$ cat config.mk
export PLATFORM = sky130hd
export DESIGN_NAME = conv_encoder_stream
export DESIGN_NICKNAME = d
export VERILOG_FILES = /design/src/rtl/conv_encoder_stream.sv
export SDC_FILE = /design/constraint.sdc
export NUM_CORES = 1
export LEC_CHECK = 0
export BUFFER_PORTS_ARGS = -buffer_cell sky130_fd_sc_hd__buf_4
export CORE_MARGIN = 3
export CORE_UTILIZATION = 55
export CTS_CLUSTER_SIZE = 30
export DETAILED_ROUTE_END_ITERATION = 10
export PLACE_DENSITY = 0.77
export SLEW_MARGIN = 30
export SYNTH_ARGS = -nofsm -noshare
export SYNTH_HDL_FRONTEND = slang
export SYNTH_SLANG_ARGS = --single-unit
$ cat constraint.sdc
create_clock -name clk -period 3 [get_ports clk]
set_input_delay 0.6 -clock clk [delete_from_list [all_inputs] [get_ports clk]]
set_output_delay 0.6 -clock clk [all_outputs]
set_load 0.005 [all_outputs]
$ cat src/rtl/conv_encoder_stream.sv
// Runtime-configurable rate-1/n convolutional encoder. Takes one information bit per cycle over
// valid/ready and emits one registered n-bit symbol per cycle, with optional zero-tail termination.
module conv_encoder_stream #(
  parameter int unsigned K_MAX = 9,
  parameter int unsigned N_MAX = 3,
  parameter int unsigned LEN_W = 12
) (
  input  logic                         clk,
  input  logic                         rst,
  input  logic [N_MAX*K_MAX-1:0]       i_gen_poly,
  input  logic [$clog2(K_MAX+1)-1:0]   i_k,
  input  logic [$clog2(N_MAX+1)-1:0]   i_n,
  input  logic                         i_term,
  input  logic [LEN_W-1:0]             i_frame_len,
  input  logic                         i_start,
  input  logic                         i_data,
  input  logic                         i_valid,
  output logic                         o_ready,
  output logic [N_MAX-1:0]             o_sym,
  output logic [N_MAX-1:0]             o_sym_mask,
  output logic                         o_sym_valid,
  input  logic                         i_sym_ready,
  output logic                         o_sym_last,
  output logic                         o_busy,
  output logic                         o_cfg_err
);

  localparam int unsigned KW = $clog2(K_MAX + 1);
  localparam int unsigned NW = $clog2(N_MAX + 1);
  localparam int unsigned PW = N_MAX * K_MAX;

  typedef enum logic [1:0] {StIdle, StData, StTail} state_e;

  state_e           state_q, state_d;
  logic [K_MAX-2:0] sr_q, sr_d;
  logic [LEN_W-1:0] cnt_q, cnt_d, len_q, len_d;
  logic [KW-1:0]    tcnt_q, tcnt_d, k_q, k_d;
  logic [NW-1:0]    n_q, n_d;
  logic             term_q, term_d;
  logic [PW-1:0]    poly_q, poly_d;
  logic [N_MAX-1:0] sym_q, sym_d, mask_q, mask_d;
  logic             vld_q, vld_d, last_q, last_d, err_q, err_d;

  logic             slot_free, cfg_ok, enc_bit, produce, prod_last;
  logic [K_MAX-1:0] mux, kmask;
  logic [N_MAX-1:0] sym_new, new_mask;

  assign slot_free = !vld_q || i_sym_ready;
  assign cfg_ok    = (i_k >= KW'(3)) && (i_k <= KW'(K_MAX)) && (i_n != '0) &&
                     (i_n <= NW'(N_MAX)) && (i_frame_len != '0);
  // Tail cycles feed zeros through the same encoder path as data.
  assign enc_bit   = (state_q == StData) ? i_data : 1'b0;

  always_comb begin
    mux   = {sr_q, enc_bit};
    kmask = '0;
    for (int j = 0; j < K_MAX; j++) kmask[j] = (j < int'(k_q));
    sym_new  = '0;
    new_mask = '0;
    for (int i = 0; i < N_MAX; i++) begin
      if (i < int'(n_q)) sym_new[i] = ^(mux & poly_q[i*K_MAX +: K_MAX] & kmask);
      new_mask[i] = (i < int'(i_n));
    end
  end

  always_comb begin
    state_d   = state_q;
    sr_d      = sr_q;
    cnt_d     = cnt_q;
    tcnt_d    = tcnt_q;
    k_d       = k_q;
    n_d       = n_q;
    term_d    = term_q;
    len_d     = len_q;
    poly_d    = poly_q;
    mask_d    = mask_q;
    err_d     = err_q;
    sym_d     = sym_q;
    vld_d     = vld_q;
    last_d    = last_q;
    o_ready   = 1'b0;
    produce   = 1'b0;
    prod_last = 1'b0;

    unique case (state_q)
      StIdle: begin
        if (i_start) begin
          if (cfg_ok) begin
            k_d     = i_k;
            n_d     = i_n;
            term_d  = i_term;
            len_d   = i_frame_len;
            poly_d  = i_gen_poly;
            mask_d  = new_mask;
            sr_d    = '0;
            cnt_d   = '0;
            tcnt_d  = '0;
            err_d   = 1'b0;
            state_d = StData;
          end else begin
            err_d = 1'b1;
          end
        end
      end
      StData: begin
        o_ready = slot_free;
        if (i_valid && slot_free) begin
          produce = 1'b1;
          sr_d    = {sr_q[K_MAX-3:0], enc_bit};
          cnt_d   = cnt_q + LEN_W'(1);
          if (cnt_d == len_q) begin
            if (term_q) begin
              tcnt_d  = '0;
              state_d = StTail;
            end else begin
              prod_last = 1'b1;
              state_d   = StIdle;
            end
          end
        end
      end
      StTail: begin
        if (slot_free) begin
          produce = 1'b1;
          sr_d    = {sr_q[K_MAX-3:0], enc_bit};
          tcnt_d  = tcnt_q + KW'(1);
          if (tcnt_d == k_q - KW'(1)) begin
            prod_last = 1'b1;
            state_d   = StIdle;
          end
        end
      end
      default: state_d = StIdle;
    endcase

    if (produce) begin
      sym_d  = sym_new;
      vld_d  = 1'b1;
      last_d = prod_last;
    end else if (i_sym_ready) begin
      vld_d  = 1'b0;
      last_d = 1'b0;
    end
  end

  always_ff @(posedge clk) begin
    if (!rst) begin
      state_q <= StIdle;
      sr_q    <= '0;
      cnt_q   <= '0;
      tcnt_q  <= '0;
      k_q     <= '0;
      n_q     <= '0;
      term_q  <= 1'b0;
      len_q   <= '0;
      poly_q  <= '0;
      mask_q  <= '0;
      err_q   <= 1'b0;
      sym_q   <= '0;
      vld_q   <= 1'b0;
      last_q  <= 1'b0;
    end else begin
      state_q <= state_d;
      sr_q    <= sr_d;
      cnt_q   <= cnt_d;
      tcnt_q  <= tcnt_d;
      k_q     <= k_d;
      n_q     <= n_d;
      term_q  <= term_d;
      len_q   <= len_d;
      poly_q  <= poly_d;
      mask_q  <= mask_d;
      err_q   <= err_d;
      sym_q   <= sym_d;
      vld_q   <= vld_d;
      last_q  <= last_d;
    end
  end

  assign o_sym       = sym_q;
  assign o_sym_mask  = mask_q;
  assign o_sym_valid = vld_q;
  assign o_sym_last  = last_q;
  assign o_cfg_err   = err_q;
  assign o_busy      = (state_q != StIdle) || vld_q;

endmodule

# Yosys cells after proc, flatten, opt, wreduce, memory -nomap -nowiden
# Cells that the tools add are included.
[word_totals]
reg_bits = 81
input_bits = 52
[classes]
add_sub_neg = 3
order_cmp = 18
n_eq_ne = 11
muxes = 42
bitwise = 6
reduce_logical = 24
[op_table]
columns = ["op", "count"]
rows = [
  ["$and 9x9->9", 6],
  ["$mux 12", 3],
  ["$mux 8", 4],
  ["$reduce_xor 9->1", 3],
  ["$mux 4", 6],
  ["$pmux 12 s2", 1],
  ["$pmux 8 s3", 1],
  ["$lt 3x4->1 const A", 4],
  ["$mux 1", 16],
  ["$mux 2", 7],
  ["$add 12x1->12 const B", 1],
  ["$eq 12x12->1", 1],
  ["$pmux 4 s3", 1],
  ["$reduce_bool 12->1", 1],
  ["$ne 2x2->1 const B", 5],
  ["$lt 1x2->1 const A", 4],
  ["$lt 1x4->1 const A", 2],
  ["$lt 2x4->1 const A", 2],
  ["$reduce_bool 2->1", 4],
  ["$reduce_and 7->1", 1],
  ["$pmux 2 s3", 1],
  ["$reduce_and 6->1", 1],
  ["$logic_and 1x1->1", 5],
  ["$reduce_and 5->1", 1],
  ["19 further kinds", 23],
]

# Depth between registers and ports, before layout
# Gate-level depths: netlist (run 1).
[logic_depth]
word_depth = 8
ltp_mapped = 9
depth_no_buf = 9

# Worst setup path after synthesis (run 1)
# No wires, ideal clock.
[synth_path]
kind = "reg-to-reg"
start = "register cnt_q[0]"
end = "register state_q[0]"
setup_ns = 0.072
arrival_time_ns = 2.297
required_ns = 2.928
path_slack_ns = 0.632
path_stages_with_launch = 9
synth_period_minus_slack_ns = 2.368
path_cell_list = "dfxtp_1 > ha_1 > nand3_2 > xnor2_1 > or3_2 > a221oi_2 > nand3_2 > a221oi_2 > mux2i_1"
[synth_via]
elab_chain_len = 4
[synth_lines]
columns = ["element", "line_no", "rtl"]
rows = [
  ["from (decl)", "36", "logic [LEN_W-1:0] cnt_q, cnt_d, len_q, len_d;"],
  ["from (signal assigned)", "165", "cnt_q <= cnt_d;"],
  ["$add 12x1->12", "110", "cnt_d = cnt_q + LEN_W'(1);"],
  ["$eq 12x12->1", "111", "if (cnt_d == len_q) begin"],
  ["$ne 2x1->1 (no line)", "n/a", ""],
  ["$reduce_and 6->1 (no line)", "n/a", ""],
  ["to (signal assigned)", "148", "state_q <= StIdle;"],
  ["to (signal assigned)", "163", "state_q <= state_d;"],
  ["to (decl)", "34", "state_e state_q, state_d;"],
]
# Every way passes these cells.
# A chain may end at the register's enable or synchronous reset.

# Final worst setup path (run 1)
[layout_path]
start = "register state_q[1]"
end = "output o_ready"
[layout_via]
elab_chain_len = 2
[layout_lines]
columns = ["element", "line_no", "rtl"]
rows = [
  ["$eq 2x1->1", "85", "unique case (state_q)"],
  ["$mux 1", "85", ""],
  ["to (decl)", "18", "output logic o_ready,"],
]
# Every way passes these cells.

==> results.md, run 1 <==
| Stage | Result | Reported |
| --- | --- | --- |
| status | Run status | finished, final reports clean |
| clock tree | Clock root buffer | clkbuf_8 |
| clock tree | CTS tree | done |
| sta | Worst Setup Slack, final | 0.294 ns |
| floorplanning | Initial cell density of the core | 0.585 |
| sta | Unrepaired setup endpoints after global routing | false |
| clock tree | Buffer count from post-CTS setup fixing | 0 |
| synth | Count of synthesis-stage warnings from yosys | 0 |
| sta | Final number of max-transition violations | 0 |
| setup path | Required time of the critical path | 2.40 ns |
| clock tree | Clock input transition at the sequential cells of the worst setup and hold paths | 0.08 ns |
| setup path | Highest net fanout along the worst path | 22 |
| synth | Number of distinct library cells after synthesis | 55 |
| sta | Final hold violation count | 0 |
| layout | Count of nets after finishing | 646 |
| sta | Worst-margin pin slew | 0.811 ns |
| clock tree | Resized Gates After CTS | 0 |
| layout | Fraction of layout cells with a size suffix above 1 | 0.161 |
| sta | Peak Freq | 370 MHz |
| floorplanning | Site Rows | 31 |
| min path | Hold Path Cell Cnt | 2 |
| route | Antenna Nets Post-Route | 0 |
| synth | Number of enable-type register cells in the synthesized netlist | 0 |
| clock tree | Hold buffers post-CTS | 0 |
| setup path | Worst reg2reg setup slack | 0.33 ns |
| floorplanning | Die Y | 95.2 µm |
| grt | Total track usage | 0.253 |
| setup path | Kind of critical path | reg2out |
| setup path | Worst reg2reg path depth | 8 |
| route | Drc violations | 0 |
| synth | Fraction of the yosys area taken by sequential cells | 0.366 |
| synth | FFs w/ async S/R, synth | 0 |
| route | 1st-iter DRT viols | 231 |
| layout | Ant. Diodes | 0 |
| sta | Minimum hold slack | 0.468 ns |
| floorplanning | Area of the die | 0.00907 mm² |
| sta | Accumulated negative setup slack | 0 ns |
| setup path | CP Capture Point | o_ready |
| placed design | Placed cell areas | 0.00489 mm² |
| synth | Netlist area before placement | 0.00438 mm² |
| synth | Net count after synthesis | 602 |
| floorplanning | Placeable core area | 0.00749 mm² |
| sta | Worst clock skew | 0.00691 ns |
| clock tree | Clk buf depth | 2 |
| sta | Post-route fraction of the period consumed by the critical path | 0.902 |
| placed design | HPWL Detailed | 8030 µm |
| clock tree | Clock latency on the worst-skew pair | 0.35 ns |
| sta | Worst relative slew slack | 0.459 |
| route | Number of vias in the routed layout | 3990 |
| setup path | Startpoint of the worst register-to-register path | cnt_q[0] |
| grt | Pin count of the biggest net entering global routing | 87 |
| synth | Share of the synthesized area in the top cell type | 0.366 |
| layout | Area overhead of the layout relative to synthesis | 15.7% |
| pwr | Leakage component of the power | 1.85 nW |
| clock tree | Clock sinks | 80 |
| synth | Register bit total from synthesis | 80 |
| route | Total length of routed wires | 10900 µm |
| layout | Final Instance Area | 0.00507 mm² |
| layout | Commonest cells after routing, fill and taps aside | nand2_1 (129), dfxtp_1 (80), buf_4 (66), a21boi_0 (65), nand3_1 (29) |
| clock tree | CTS H-tree depth | 3 |
| setup path | Critical Path End Type | output port |
| setup path | Arr. time, crit path | 2.11 ns |
| setup path | Worst r2r dst | state_q[0] |
| synth | Syn avg cell area | 8.09 µm² |
| route | 1st-pass router iterations | 5 |
| clock tree | Cts bufs inserted | 9 |
| synth | Cell type contributing the most total cell area after synthesis | dfxtp_1 |
| sta | Final setup vio count | 0 |
| sta | Min Clock Period, post-route | 2.71 ns |
| route | Via count normalized by instance count | 5.79 |
| min path | Hold Startpoint | poly_q[1] |
| grt | First-pass GRT wire length | 18000 µm |
| placed design | Placement Setup Slack | 0.390 ns |
| pwr | Largest voltage drop on the vdd net | 0.332 mV |
| setup path | Kind of launch point of the worst setup path | flop |
| route | Average wire per cell in the routed design | 15.9 µm |
| layout | Most common library cell in the layout ignoring fill and taps | nand2_1 |
| min path | Type of the tightest min-delay check | reg2reg |
| synth | Gate Count Post-Synth | 541 |
| grt | Grt total ovfl | 0 |
| grt | Initial antenna violation count | 0 |
| grt | Number of global-route vias before repair | 3780 |
| synth | Leading cell types by total area after synthesis | dfxtp_1 (37%), a21boi_0 (11%), nand2_1 (11%) |
| placed design | Weighted congestion reported at the end of routability-driven placement | 0.926 |
| synth | Most used flip-flop cell after synthesis | dfxtp_1 |
| placed design | Number of I/O port buffers | 62 |
| floorplanning | IO Pins | 63 |
| floorplanning | Overall die width | 95.2 µm |
| setup path | Critical path startpoint | state_q[1] |
| placed design | Number of instances in the placed design | 673 |
| pwr | Power per cell area | 505 mW/mm² |
| job | Max-cap check violation count | 0 |
| layout | Number of cells in the finished layout apart from fillers | 689 |
## routing by layer
metal / vias up / share of wire / global-route usage / wire length, µm
met1: 1879 / 0.48 / 0.354 / 5190
li1: 1982 / - / - / -
met3: 20 / 0.042 / 0.0324 / 458
met5: - / 0 / 0 / 0
met2: 109 / 0.47 / 0.401 / 5090
met4: 0 / 0.017 / 0.0889 / 188
## registers in the layout, summed over array words and instances (netlist names)
| signal | count |
|---|---|
| tcnt_q | 4 |
| o_sym_valid | 1 |
| o_sym_last | 1 |
| o_cfg_err | 1 |
| len_q | 12 |
| o_sym_mask | 3 |
| n_q | 1 |
| term_q | 1 |
| sr_q | 8 |
| cnt_q | 12 |
| o_sym | 3 |
| k_q | 4 |
| state_q | 2 |
| poly_q | 27 |
## worst max-delay path, cell delays in order (launching register included)
cell	delay, ns
dfxtp_1	0.34
inv_1	0.10
ha_1	0.69
inv_1	0.34
nor2_1	0.17
buf_4	0.12
## cell type report
class                   instances  area (µm²)
multi-input cells             415        2610
fillers                       656        2420
flip-flops and latches         80        1600
clock buffers                  12         145
repair buffers                 67         515
inverters                      12        45.0
clock inverters                 4        30.0
well taps                      99         124
## per-stage QoR
stage | util | power [mW]
global route | 0.677 | 2.69
detailed placement | 0.654 | 1.84
floorplan | - | 1.61
CTS | 0.677 | 2.55
finish | 0.677 | 2.56
global placement | 0.654 | 1.82
## worst min path at each step
stage	endpoint
after floorplan	poly_q[19]
after global placement	o_sym_mask[0]
after detailed placement	tcnt_q[3]
after CTS	poly_q[1]
after global routing	poly_q[0]
final	poly_q[1]
## synth_stat cells (all sizes together) (2+ instances only)
library cell and n:
clkbuf 28, and2 5, nand4b 2, o21ai 11, o211ai 5, o2111ai 5
a21oi 7, a21bo 3, mux2i 7, dfxtp 80, a41oi 4, and3 3
nand4 7, nand2 129, buf 6, inv 12, nor3 8, a21o 4
a221oi 2, xor2 17, o31ai 3, nor2b 3, a32oi 3, nand3 31
ha 9, a211oi 4, and4 2, a31oi 4, nand3b 2, o311ai 4
or3 2, a211o 2, nor2 12, a21boi 65, nor4 3, nand2b 4
o21a 9, xnor2 24
## power by group
| part | switching (mW) | total (mW) | internal, mW |
|---|---|---|---|
| clock network | 0.406 | 0.730 | 0.324 |
| logic | 0.388 | 0.639 | 0.251 |
| registers | 0.0660 | 1.19 | 1.12 |
## cells by family (layout without fill, tap and decap cells)
kind of cell,Yosys count,count (layout),share of synthesized area
and+or+nand+nor,218,218,0.227
muxes,7,7,0.0160
adders and majority gates,9,9,0.0257
xor gates and xnor gates,41,41,0.0837
AOI/OAI and AO/OA,140,140,0.241
DFF,80,80,0.366
buffers and inverters,46,95,0.0406
Power figures use the tool's default switching activity.
==> run 2: changes to the inputs <==
--- a/config.mk
+++ b/config.mk
@@ -5,6 +5,7 @@
 export SDC_FILE = /design/constraint.sdc
 export NUM_CORES = 1
 export LEC_CHECK = 0
+export ABC_AREA = 1
 export BUFFER_PORTS_ARGS = -buffer_cell sky130_fd_sc_hd__buf_4
 export CORE_MARGIN = 3
 export CORE_UTILIZATION = 55
==> results.md, run 2 <==
| Stage | Result | Reported | Change |
| --- | --- | --- | --- |
| status | Run status | finished, final reports clean | unchanged |
| synth | Leading cell types by total area after synthesis | dfxtp_1 (36%), nand2_1 (11%), a21oi_1 (8.9%) | was dfxtp_1 (37%), a21boi_0 (11%), nand2_1 (11%) |
| clock tree | Clock root buffer | clkbuf_8 | unchanged |
| layout | Ant. Diodes | 0 | unchanged |
| pwr | Leakage component of the power | 2.20 nW | was 1.85 nW |
| clock tree | Buffer count from post-CTS setup fixing | 0 | unchanged |
| floorplanning | Placeable core area | 0.00781 mm² | was 0.00749 mm² |
| pwr | Power per cell area | 778 mW/mm² | was 505 mW/mm² |
| sta | Peak Freq | 395 MHz | was 370 MHz |
| grt | First-pass GRT wire length | 18500 µm | was 18000 µm |
| sta | Unrepaired setup endpoints after global routing | false | unchanged |
| sta | Final setup vio count | 0 | unchanged |
| grt | Total track usage | 0.254 | was 0.253 |
| min path | Type of the tightest min-delay check | reg2reg | unchanged |
| floorplanning | Die Y | 96.0 µm | was 95.2 µm |
| placed design | HPWL Detailed | 8220 µm | was 8030 µm |
| pwr | Largest voltage drop on the vdd net | 0.334 mV | was 0.332 mV |
| setup path | Critical Path End Type | output port | unchanged |
| placed design | Number of I/O port buffers | 62 | unchanged |
| layout | Fraction of layout cells with a size suffix above 1 | 0.155 | was 0.161 |
| sta | Final number of max-transition violations | 0 | unchanged |
| sta | Worst relative slew slack | 0.485 | was 0.459 |
| synth | Cell type contributing the most total cell area after synthesis | dfxtp_1 | unchanged |
| synth | Most used standard cell by instance count after synthesis | nand2_1 | unchanged |
| setup path | Required time of the critical path | 2.40 ns | about the same |
| route | Number of vias in the routed layout | 4403 | was 3990 |
| synth | FFs w/ async S/R, synth | 0 | unchanged |
| floorplanning | Overall die width | 96.0 µm | was 95.2 µm |
| clock tree | Clock input transition at the sequential cells of the worst setup and hold paths | 0.08 ns | about the same |
| route | DR WL met3 | 709 µm | was 458 µm |
| clock tree | Cts bufs inserted | 9 | unchanged |
| clock tree | Clk buf depth | 2 | unchanged |
| setup path | Cell family contributing the most delay on the critical path | adder cells | unchanged |
| setup path | Ordered list of cells on the worst path | inv_1 > ha_1 > inv_1 > nor2_1 > buf_4 | unchanged |
| setup path | Most frequent cell on the critical path | inv_1 | unchanged |
| route | Via count normalized by instance count | 5.43 | was 5.79 |
| layout | Area overhead of the layout relative to synthesis | 16.5% | was 15.7% |
| sta | Worst clock skew | 0.0149 ns | was 0.00691 ns |
| route | Antenna Nets Post-Route | 0 | unchanged |
| route | 1st-iter DRT viols | 273 | was 231 |
| setup path | Worst reg2reg path depth | 7 | was 8 |
| route | 1st-pass router iterations | 6 | was 5 |
| sta | Accumulated negative setup slack | 0 ns | unchanged |
| floorplanning | Site Rows | 32 | was 31 |
| setup path | Startpoint of the worst register-to-register path | state_q[1] | was cnt_q[0] |
| floorplanning | IO Pins | 63 | unchanged |
| route | Average wire per cell in the routed design | 13.6 µm | was 15.9 µm |
| synth | Fraction of the yosys area taken by sequential cells | 0.359 | was 0.366 |
| route | Total length of routed wires | 11000 µm | was 10900 µm |
| sta | Final hold violation count | 0 | unchanged |
| layout | Top Registers | poly_q (27), cnt_q (12), len_q (12) | unchanged |
| setup path | Arr. time, crit path | 1.93 ns | was 2.11 ns |
| route | Met1 Wirelength | 5070 µm | was 5190 µm |
| min path | Hold Path Cell Cnt | 2 | unchanged |
| setup path | Kind of critical path | reg2out | unchanged |
| clock tree | CTS H-tree depth | 3 | unchanged |
| setup path | Highest net fanout along the worst path | 17 | was 22 |
| clock tree | Resized Gates After CTS | 0 | unchanged |
| synth | Net count after synthesis | 715 | was 602 |
| synth | Netlist area before placement | 0.00446 mm² | was 0.00438 mm² |
| synth | Syn avg cell area | 6.82 µm² | was 8.09 µm² |
| floorplanning | Area of the die | 0.00922 mm² | was 0.00907 mm² |
| setup path | Worst r2r dst | cnt_q[6] | was state_q[0] |
| route | Drc violations | 0 | unchanged |
| min path | Hold Path End | poly_q[11] | was poly_q[1] |
| grt | Number of global-route vias before repair | 4080 | was 3780 |
| sta | Post-route fraction of the period consumed by the critical path | 0.844 | was 0.902 |
| floorplanning | Initial cell density of the core | 0.571 | was 0.585 |
| setup path | Worst reg2reg setup slack | 0.61 ns | was 0.33 ns |
| synth | Number of distinct library cells after synthesis | 36 | was 55 |
| layout | Largest reg by FF count | poly_q | unchanged |
| layout | Final core utilization | 0.665 | was 0.677 |
| route | Highest signal layer in the routed design | met4 | unchanged |
| sta | Min Clock Period, post-route | 2.53 ns | was 2.71 ns |
| layout | Most common library cell in the layout ignoring fill and taps | nand2_1 | unchanged |
| setup path | Buffers & Inverters on Critical Path | 3 | unchanged |
| layout | Commonest cells after routing, fill and taps aside | nand2_1 (129), inv_1 (90), dfxtp_1 (80), a21oi_1 (79), buf_4 (64) | was nand2_1 (129), dfxtp_1 (80), buf_4 (66), a21boi_0 (65), nand3_1 (29) |
| clock tree | Clock sinks | 80 | unchanged |
| layout | Max FFs per register | 27 | unchanged |
| synth | Share of the synthesized area in the top cell type | 0.359 | was 0.366 |
| synth | Number of enable-type register cells in the synthesized netlist | 0 | unchanged |
| setup path | CP max stage cell | ha_1 | unchanged |
| synth | Most used flip-flop cell after synthesis | dfxtp_1 | unchanged |
| grt | Pin count of the biggest net entering global routing | 55 | was 87 |
| sta | Worst-margin pin slew | 0.771 ns | was 0.811 ns |
| setup path | Maximum single-stage delay on the critical path | 0.60 ns | was 0.69 ns |
| clock tree | Clock latency on the worst-skew pair | 0.36 ns | was 0.35 ns |
| placed design | Weighted congestion reported at the end of routability-driven placement | 0.913 | was 0.926 |
| clock tree | CTS tree | done | unchanged |
| route | Met2 wire length | 5070 µm | was 5090 µm |
| grt | Initial antenna violation count | 0 | unchanged |
| synth | Count of synthesis-stage warnings from yosys | 0 | unchanged |
| pwr | Final Power | 4.04 mW | was 2.56 mW |
| synth | Gate Count Post-Synth | 654 | was 541 |
| job | Max-cap check violation count | 0 | unchanged |
| min path | Hold Startpoint | poly_q[11] | was poly_q[1] |
| layout | Count of nets after finishing | 765 | was 646 |
| grt | Grt total ovfl | 0 | unchanged |
| synth | Commonest cells post-synth | nand2_1 (129), inv_1 (90), dfxtp_1 (80) | was nand2_1 (129), dfxtp_1 (80), a21boi_0 (65) |
| setup path | Kind of launch point of the worst setup path | flop | unchanged |
| synth | Register bit total from synthesis | 80 | unchanged |
| clock tree | Hold buffers post-CTS | 0 | unchanged |
==> run 2: cell types whose count changed after synthesis, sizes merged, moves of 10 or more <==
cell and change:
a21boi -65, a21oi +72, inv +79, nand2 +10, nand3 +33, nor2 +32, o21ai +44, xnor2 -18
==> run 2: area by class of cell <==
class                   count  area [µm²]
fillers                   695        2610
multi-input cells         455        2380
flip-flops and latches     80        1600
repair buffers             66         520
inverters                  92         345
clock buffers              11         141
well taps                 102         128
clock inverters             5        80.1
==> run 2: worst max path at each step <==
| stage | from | slack (ns) | cells after the start | end |
|---|---|---|---|---|
| final | state_q[1] | 0.47 | 5 | o_ready |
| after global routing | state_q[1] | 0.30 | 5 | o_ready |
| after CTS | state_q[1] | 0.46 | 5 | o_ready |
| after detailed placement | i_k[1] | 0.57 | 7 | poly_q[19] |
| after global placement | i_frame_len[10] | 0.64 | 11 | cnt_q[8] |
| after floorplan | i_k[1] | 1.14 | 9 | sr_q[5] |
==> run 2: tightest hold or removal path: stages, from the launching register on <==
cell and delay [ns]:
dfxtp_1 0.31, inv_1 0.05, a21oi_1 0.05
==> run 2: kinds of logic (layout without fill, tap and decap cells) <==
group | after synthesis | in the layout | synth area share
xor gates and xnor gates | 17 | 17 | 0.0334
and+or+nand+nor | 278 | 278 | 0.296
AOI/OAI and AO/OA | 151 | 151 | 0.179
DFF | 80 | 80 | 0.359
adders and majority gates | 9 | 9 | 0.0253
buffers and inverters | 119 | 174 | 0.107
==> run 2: routing by layer <==
layer	up-vias	global-route usage
met1	1999	0.340
met4	0	0.0841
met3	20	0.0477
met5	-	0
li1	2237	-
met2	147	0.411
==> run 2: metrics by stage <==
| step | instances | hold WS [ns] | worst slack, ns | instance area, µm² |
|---|---|---|---|---|
| after floorplan | 654 | 0.424 | 1.14 | 4460 |
| after global placement | 795 | 0.435 | 0.645 | 4970 |
| after detailed placement | 795 | 0.438 | 0.573 | 4970 |
| after CTS | 811 | 0.450 | 0.457 | 5190 |
| after global routing | 811 | 0.472 | 0.298 | 5190 |
| final | 811 | 0.451 | 0.469 | 5190 |
==> run 2: where the power goes <==
group / leakage [nW] / internal [mW] / switching [mW]
logic: 1.44 / 0.602 / 1.06
clock network: 0.106 / 0.490 / 0.400
registers: 0.654 / 1.29 / 0.195
